===== src/rtl/net_pkg.sv =====
// Shared definitions for the layer stream blocks: deserializer state encoding,
// default word width and the neuron count of each network layer.
package net_pkg;

    typedef enum logic {
        ST_IDLE = 1'b0,
        ST_FILL = 1'b1
    } state_t;

    localparam int DATA_WIDTH     = 16;
    localparam int LAYER0_NEURONS = 30;
    localparam int LAYER1_NEURONS = 30;
    localparam int LAYER2_NEURONS = 10;
    localparam int LAYER3_NEURONS = 10;

endpackage


===== src/rtl/layer_deser_gap_timer.sv =====
// Idle-gap watchdog for a partially collected frame. o_expire is high on the
// cycle that would be the timeout-th consecutive idle cycle inside a frame.
module layer_deser_gap_timer #(
    parameter int timeout = 64
) (
    input  logic clk,
    input  logic rst_n,
    input  logic i_fill,
    input  logic i_valid,
    output logic o_expire
);

    localparam int GAP_W = (timeout > 1) ? $clog2(timeout) : 1;

    logic [GAP_W-1:0] r_gap;

    assign o_expire = i_fill && !i_valid && (r_gap == GAP_W'(timeout - 1));

    always_ff @(posedge clk or negedge rst_n) begin
        if (!rst_n) begin
            r_gap <= '0;
        end else if (!i_fill || i_valid || o_expire) begin
            r_gap <= '0;
        end else begin
            r_gap <= r_gap + 1'b1;
        end
    end

endmodule


===== src/rtl/layer_deser.sv =====
// Serial-to-parallel frame collector: gathers `words` stream words into one
// packed frame. Optional idle-gap abort is enabled by LAYER_DESER_TIMEOUT_EN.
module layer_deser
    import net_pkg::*;
#(
    parameter int dataWidth = DATA_WIDTH,
    parameter int words     = LAYER0_NEURONS,
    parameter int timeout   = 64
) (
    input  logic                       clk,
    input  logic                       rst_n,
    input  logic                       in_valid,
    input  logic [dataWidth-1:0]       in_data,
    output logic                       out_valid,
    output logic [words*dataWidth-1:0] out_data,
    output logic                       busy,
    output logic                       frame_err
);

    localparam int                CNT_W    = (words > 1) ? $clog2(words) : 1;
    localparam logic [CNT_W-1:0]  LAST_IDX = CNT_W'(words - 1);

    state_t                     r_state;
    state_t                     w_next;
    logic [CNT_W-1:0]           r_cnt;
    logic [CNT_W-1:0]           w_idx;
    logic [words*dataWidth-1:0] r_buf;
    logic [words*dataWidth-1:0] r_out;
    logic [words*dataWidth-1:0] w_frame;
    logic                       r_out_valid;
    logic                       w_last;
    logic                       w_expire;

    // In IDLE the incoming word is always word 0, so a one-word frame completes at once.
    assign w_idx  = (r_state == ST_FILL) ? r_cnt : '0;
    assign w_last = in_valid && (w_idx == LAST_IDX);

    assign busy      = (r_state == ST_FILL);
    assign out_valid = r_out_valid;
    assign out_data  = r_out;

    // NOTE: defaults first in every combinational block, so no path leaves a
    // variable unassigned and no latch is inferred.
    always_comb begin
        w_frame = r_buf;
        w_frame[w_idx*dataWidth +: dataWidth] = in_data;
    end

    always_comb begin
        w_next = r_state;
        case (r_state)
            ST_IDLE: if (in_valid && !w_last)  w_next = ST_FILL;
            ST_FILL: if (w_last || w_expire)   w_next = ST_IDLE;
            default:                           w_next = ST_IDLE;
        endcase
    end

    // NOTE: sequential state uses non-blocking assignments so every register
    // samples pre-edge values regardless of statement order.
    always_ff @(posedge clk or negedge rst_n) begin
        if (!rst_n) begin
            r_state <= ST_IDLE;
        end else begin
            r_state <= w_next;
        end
    end

    // NOTE: the frame buffers are reset on purpose: after reset both the partial
    // frame and the published frame must read as all zeros.
    always_ff @(posedge clk or negedge rst_n) begin
        if (!rst_n) begin
            r_cnt       <= '0;
            r_buf       <= '0;
            r_out       <= '0;
            r_out_valid <= 1'b0;
        end else begin
            r_out_valid <= w_last;
            if (in_valid) begin
                r_buf[w_idx*dataWidth +: dataWidth] <= in_data;
                r_cnt <= w_last ? '0 : w_idx + 1'b1;
            end else if (w_expire) begin
                r_cnt <= '0;
            end
            if (w_last) begin
                r_out <= w_frame;
            end
        end
    end

`ifdef LAYER_DESER_TIMEOUT_EN
    logic r_frame_err;

    layer_deser_gap_timer #(
        .timeout (timeout)
    ) u_gap_timer (
        .clk      (clk),
        .rst_n    (rst_n),
        .i_fill   (busy),
        .i_valid  (in_valid),
        .o_expire (w_expire)
    );

    always_ff @(posedge clk or negedge rst_n) begin
        if (!rst_n) begin
            r_frame_err <= 1'b0;
        end else begin
            r_frame_err <= w_expire;
        end
    end

    assign frame_err = r_frame_err;
`else
    assign w_expire  = 1'b0;
    assign frame_err = 1'b0;
`endif

endmodule


===== config.mk =====
export PLATFORM = sky130hd
export DESIGN_NAME = layer_deser
export DESIGN_NICKNAME = d
export VERILOG_FILES = /design/src/rtl/net_pkg.sv /design/src/rtl/layer_deser_gap_timer.sv /design/src/rtl/layer_deser.sv
export SDC_FILE = /design/constraint.sdc
export NUM_CORES = 2
export LEC_CHECK = 0
export CAP_MARGIN = 20
export CORE_MARGIN = 3
export CORE_UTILIZATION = 45
export DETAILED_ROUTE_END_ITERATION = 7
export GPL_TIMING_DRIVEN = 0
export PLACE_DENSITY = 0.64
export SLEW_MARGIN = 20
export SYNTH_ARGS = -nofsm -noshare
export SYNTH_HDL_FRONTEND = slang
export SYNTH_SLANG_ARGS = --single-unit

===== constraint.sdc =====
create_clock -name clk -period 7 [get_ports clk]
set_clock_uncertainty 0.15 [all_clocks]
set_input_delay 1.05 -clock clk [delete_from_list [all_inputs] [get_ports clk]]
set_output_delay 1.05 -clock clk [all_outputs]
set_load 0.02 [all_outputs]

-- Word-level counts from Yosys, hierarchy flattened
Cells that the tools add are included.
- logic and storage cells: 20
- input bits: 19
- bits in read-only memories: 0
- memories: 0
- bits in latches: 0
- register bits after elaboration: 967
- bits in writable memories: 0
- output and inout bits: 483
- add/sub/neg operators: 2
- $lt $le $gt $ge: 0
- equality and inequality tests: 1
- div/mod/pow operators: 0
- shift operators: 2
- bitwise logic cells: 1
- multiplexer cells: 6
- multipliers: 0
- reduce and logical (&&, ||, !) cells: 3
- operators with widths (kind ; count):
    $bwmux 480 ; 1
    $shift 16x34->480 const A ; 1
    $shiftx 16x34->480 ; 1
    $neg 9->34 ; 1
    $mux 5 ; 2
    $add 5x1->5 const B ; 1
    $eq 5x5->1 const B ; 1
    $logic_and 1x1->1 ; 2
    $mux 1 ; 2
    $pmux 1 s2 ; 1
    $logic_not 1->1 ; 1
    $not 1->1 ; 1

-- Logic depth before layout (Yosys ltp)
- depth in word-level cells: 7
- depth in mapped cells: 15
- mapped depth without buffers: 9

-- Worst setup path before layout
OpenSTA, ideal clock, no wires.
- kind: reg-to-reg
- from: reg (tool-made name)
- to: reg r_buf[326]
- path slack: 2.733 ns
- library setup time: 0.125 ns
- required time: 6.725 ns
- clock period less this slack: 4.267 ns
- cell stages (with the launch flop): 15
- data arrival time: 3.992 ns
- path buffers: 5
- path through: dfrtp_1 buf_4 buf_2 clkbuf_1 nand2_1 ha_1 buf_2 and2_1 ha_1 nor2b_1 a21boi_2 nand3_1 nor2_2 buf_2 mux2_2
- RTL lines (what ; line ; source):
    end signal, assigned by index ; layer_deser.sv:79 ; r_buf[w_idx*dataWidth +: dataWidth] <= in_data;
    end, declared ; layer_deser.sv:27 ; logic [words*dataWidth-1:0] r_buf;

==> summary.md <==
| Metric | Value |
|---|---|
| Synth Net Count | 3,802 |
| Final Setup Violations | 0 |
| Design Power | 21.6 mW |
| Area grow syn2layout | 25.3% |
| Wirelength per Cell | 24.5 µm |
| Gpl congestion | 0.929 |
| Hold Path Class | primary input to asynchronous set/reset pin |
| Period Utilization, post-route | 83.4% |
| Sum of negative setup slack | 0 ps |
| Remaining global-route overflow | 0 |
| Port bufs | 499 |
| Vias in the first global route | 31,198 |
| Cell row count | 108 |
| Die height | 304 µm |
| Global-route wire length before repair | 206,000 µm |
| R2r setup slk | 1170 ps |
| Setup Crit Path Kind | flop to flop |
| Final Cell Area | 50,000 µm² |
| Die area | 92,200 µm² |
| Share of post-route cells with drive strength above 1 | 12.7% |
| Post-CTS Hold Fix Bufs | 0 |
| Final nets | 4,412 |
| Fin. max-slew vios | 0 |
| Synth Flop Type | dfrtp_1 |
| CTS tree | done |
| Routed vias | 31,091 |
| Final worst slack | 1170 ps |
| Worst VDD drop | 277 µV |
| FF+latch area | 24,200 µm² |
| Crit Path Max Fanout | 10 |
| CP arrival | 6260 ps |
| CTS Buf Count | 102 |
| Max clock buf depth | 3 |
| Largest net degree at the start of global routing | 147 |
| Post-route ant nets | 0 |
| Post-place setup slack | 1350 ps |
| H-tree depth | 3 |
| CP Launch Type | flop |
| DRC errors left | 0 |
| R2r endpoint | r_buf[360]$_DFFE_PN0P_ |
| CP Capture Type | flop |
| Vias per cell | 5.53 |
| RSZ-0062 raised after global routing | false |
| Power Dens Cells | 432 nW/µm² |
| Worst slew margin | 16.7% |
| CP required | 7430 ps |
| Max cap viols | 0 |
| Status | finished, final reports clean |
| Ports | 502 |
| Initial antenna violation count | 5 |
| Area of the multi-input gates | 14,300 µm² |
| Reg clk slew, reported paths | 60 ps |
| TritonRoute pass-1 iters | 7 |
| Final Hold Fails | 0 |
| Setup Fix Bufs, Post-CTS | 0 |
| Root Buffer | clkbuf_16 |
| Worst-Margin Slew | 1250 ps |
| Mapped Area | 39,900 µm² |
| Starting density of the core | 45.7% |
| Final worst path period need | 5830 ps |
| Core Region | 87,300 µm² |
| Area after DPL | 46,500 µm² |
| 1st-iter DRT viols | 2,670 |
| Mapped Cells | 3,776 |
| Post-synthesis register bit count | 967 |
| Worst Reg2Reg Path Length in Cells | 14 |
| Post-cts gate resize count | 0 |
| Final wirelength | 138,000 µm |
| Clk Latency, worst-skew pair | 660 ps |
| Post-synth EDFFs | 0 |
| Filler cells | 7,753 |
| Sequential-to-total area share from yosys stat | 60.7% |
| GRT Overall Usage | 29.5% |
| Yosys cell types | 66 |
| Warnings, synthesis | 0 |
| Highest clock rate | 0.171 GHz |
| Overall die width | 304 µm |
| DP Wirelength | 99,800 µm |
| LEAKAGE | 24.3 nW |
| Worst hold slack | 94.4 ps |
| Syn Area/Cell | 10.6 µm² |
| Post-synth ARST share | 100% |
| Clock tree sinks | 967 |
-- per-layer routing --
| metal | GRT usage (%) | wire (µm) | vias to the layer above |
|---|---|---|---|
| met5 | 0 | 0 | - |
| met3 | 7.08 | 11000 | 239 |
| met2 | 47.0 | 64500 | 1159 |
| met4 | 10.3 | 5090 | 0 |
| li1 | - | - | 13931 |
| met1 | 39.6 | 57400 | 15762 |
-- layout make-up --
cell class / instances / area share (%)
Antenna cell: 3 / 0.0150
Buffer: 279 / 2.58
Clock buffer: 146 / 5.98
Clock inverter: 35 / 0.861
Inverter: 40 / 0.300
Multi-Input combinational cell: 2490 / 28.5
Sequential cell: 967 / 48.4
Tap cell: 1155 / 2.89
Timing Repair Buffer: 506 / 10.4
-- flip-flops by register name, indices dropped and copies added, names as in the netlist, named ones only --
register / count
r_buf: 480
r_cnt: 5
out_valid: 1
out_data: 480
-- how the worst max path moves through the flow --
stage / startpoint / to / slack (ps) / depth (start not counted)
final: flop / r_buf[360]$_DFFE_PN0P_ / 1170 / 14
after CTS: flop / r_buf[358]$_DFFE_PN0P_ / 1300 / 14
after global routing: flop / r_buf[359]$_DFFE_PN0P_ / 940 / 14
after floorplan: flop / r_buf[326]$_DFFE_PN0P_ / 2730 / 14
after detailed placement: flop / r_buf[358]$_DFFE_PN0P_ / 1350 / 14
after global placement: rst_n / out_valid$_DFF_PN0_ / -39920 / 1
-- cells in the mapped netlist (22+ instances only) --
library cell	instances	area share, %
o21ai_2	49	1.1
mux2i_1	98	2.5
inv_1	40	0.38
dfrtp_1	967	61
nor2_1	170	1.6
nand2_1	1054	9.9
and3_1	38	0.60
a221o_1	48	1.2
or3_1	22	0.35
clkbuf_1	175	1.6
buf_2	72	0.90
a211o_1	32	0.70
nor3_1	35	0.44
mux2_1	23	0.65
mux2_2	217	6.1
a31oi_1	33	0.52
nand3_1	115	1.4
o21ai_0	318	4.0
and2_1	47	0.74
-- through the flow --
step	instances	util, %
after floorplan	3776	-
after global placement	5430	53.1
after detailed placement	5437	53.3
after CTS	5618	57.2
after global routing	5618	57.2
final	5621	57.2
-- cells by family (layout without fill, tap and decap cells) --
group / after synthesis / count (layout) / share of synthesized area [%]
AO/OA/AOI/OAI: 597 / 597 / 9.85
AND/OR/NAND/NOR: 1544 / 1544 / 16.3
adder cells (fa/ha/maj): 7 / 7 / 0.220
multiplexers: 338 / 338 / 9.24
flip-flops: 967 / 967 / 60.7
XOR/XNOR: 3 / 3 / 0.0847
other: 1 / 4 / 0.00940
buffers and inverters: 319 / 1006 / 3.60
-- cells in the final DEF, fill, tap and decap left out, types with 38 or more instances in the layout --
cell and count:
nand2_1 1054, dfrtp_1 967, clkdlybuf4s50_1 498, o21ai_0 318, mux2_2 217, clkbuf_1 188, nor2_1 170, nand3_1 115
clkbuf_16 104, mux2i_1 98, buf_2 72, o21ai_2 49, a221o_1 48, and2_1 47, inv_1 40, and3_1 38
-- critical path, stage by stage, from the launching register on --
cell       delay (ps)
dfrtp_1           530
buf_4             260
buf_2             270
clkbuf_1          390
nand2_1           210
ha_1              370
buf_2             240
and2_1            160
ha_1              370
nor2b_1           480
o2111ai_1         550
nor3b_1          1090
clkbuf_1          440
nand3_1           120
o21ai_0           130
-- power by group --
group          switching, mW  internal (mW)
Combinational           4.94           2.85
Clock                   2.26           3.29
Sequential              1.06           7.18
Total                   8.26           13.3
(Power assumes the default switching activity.)
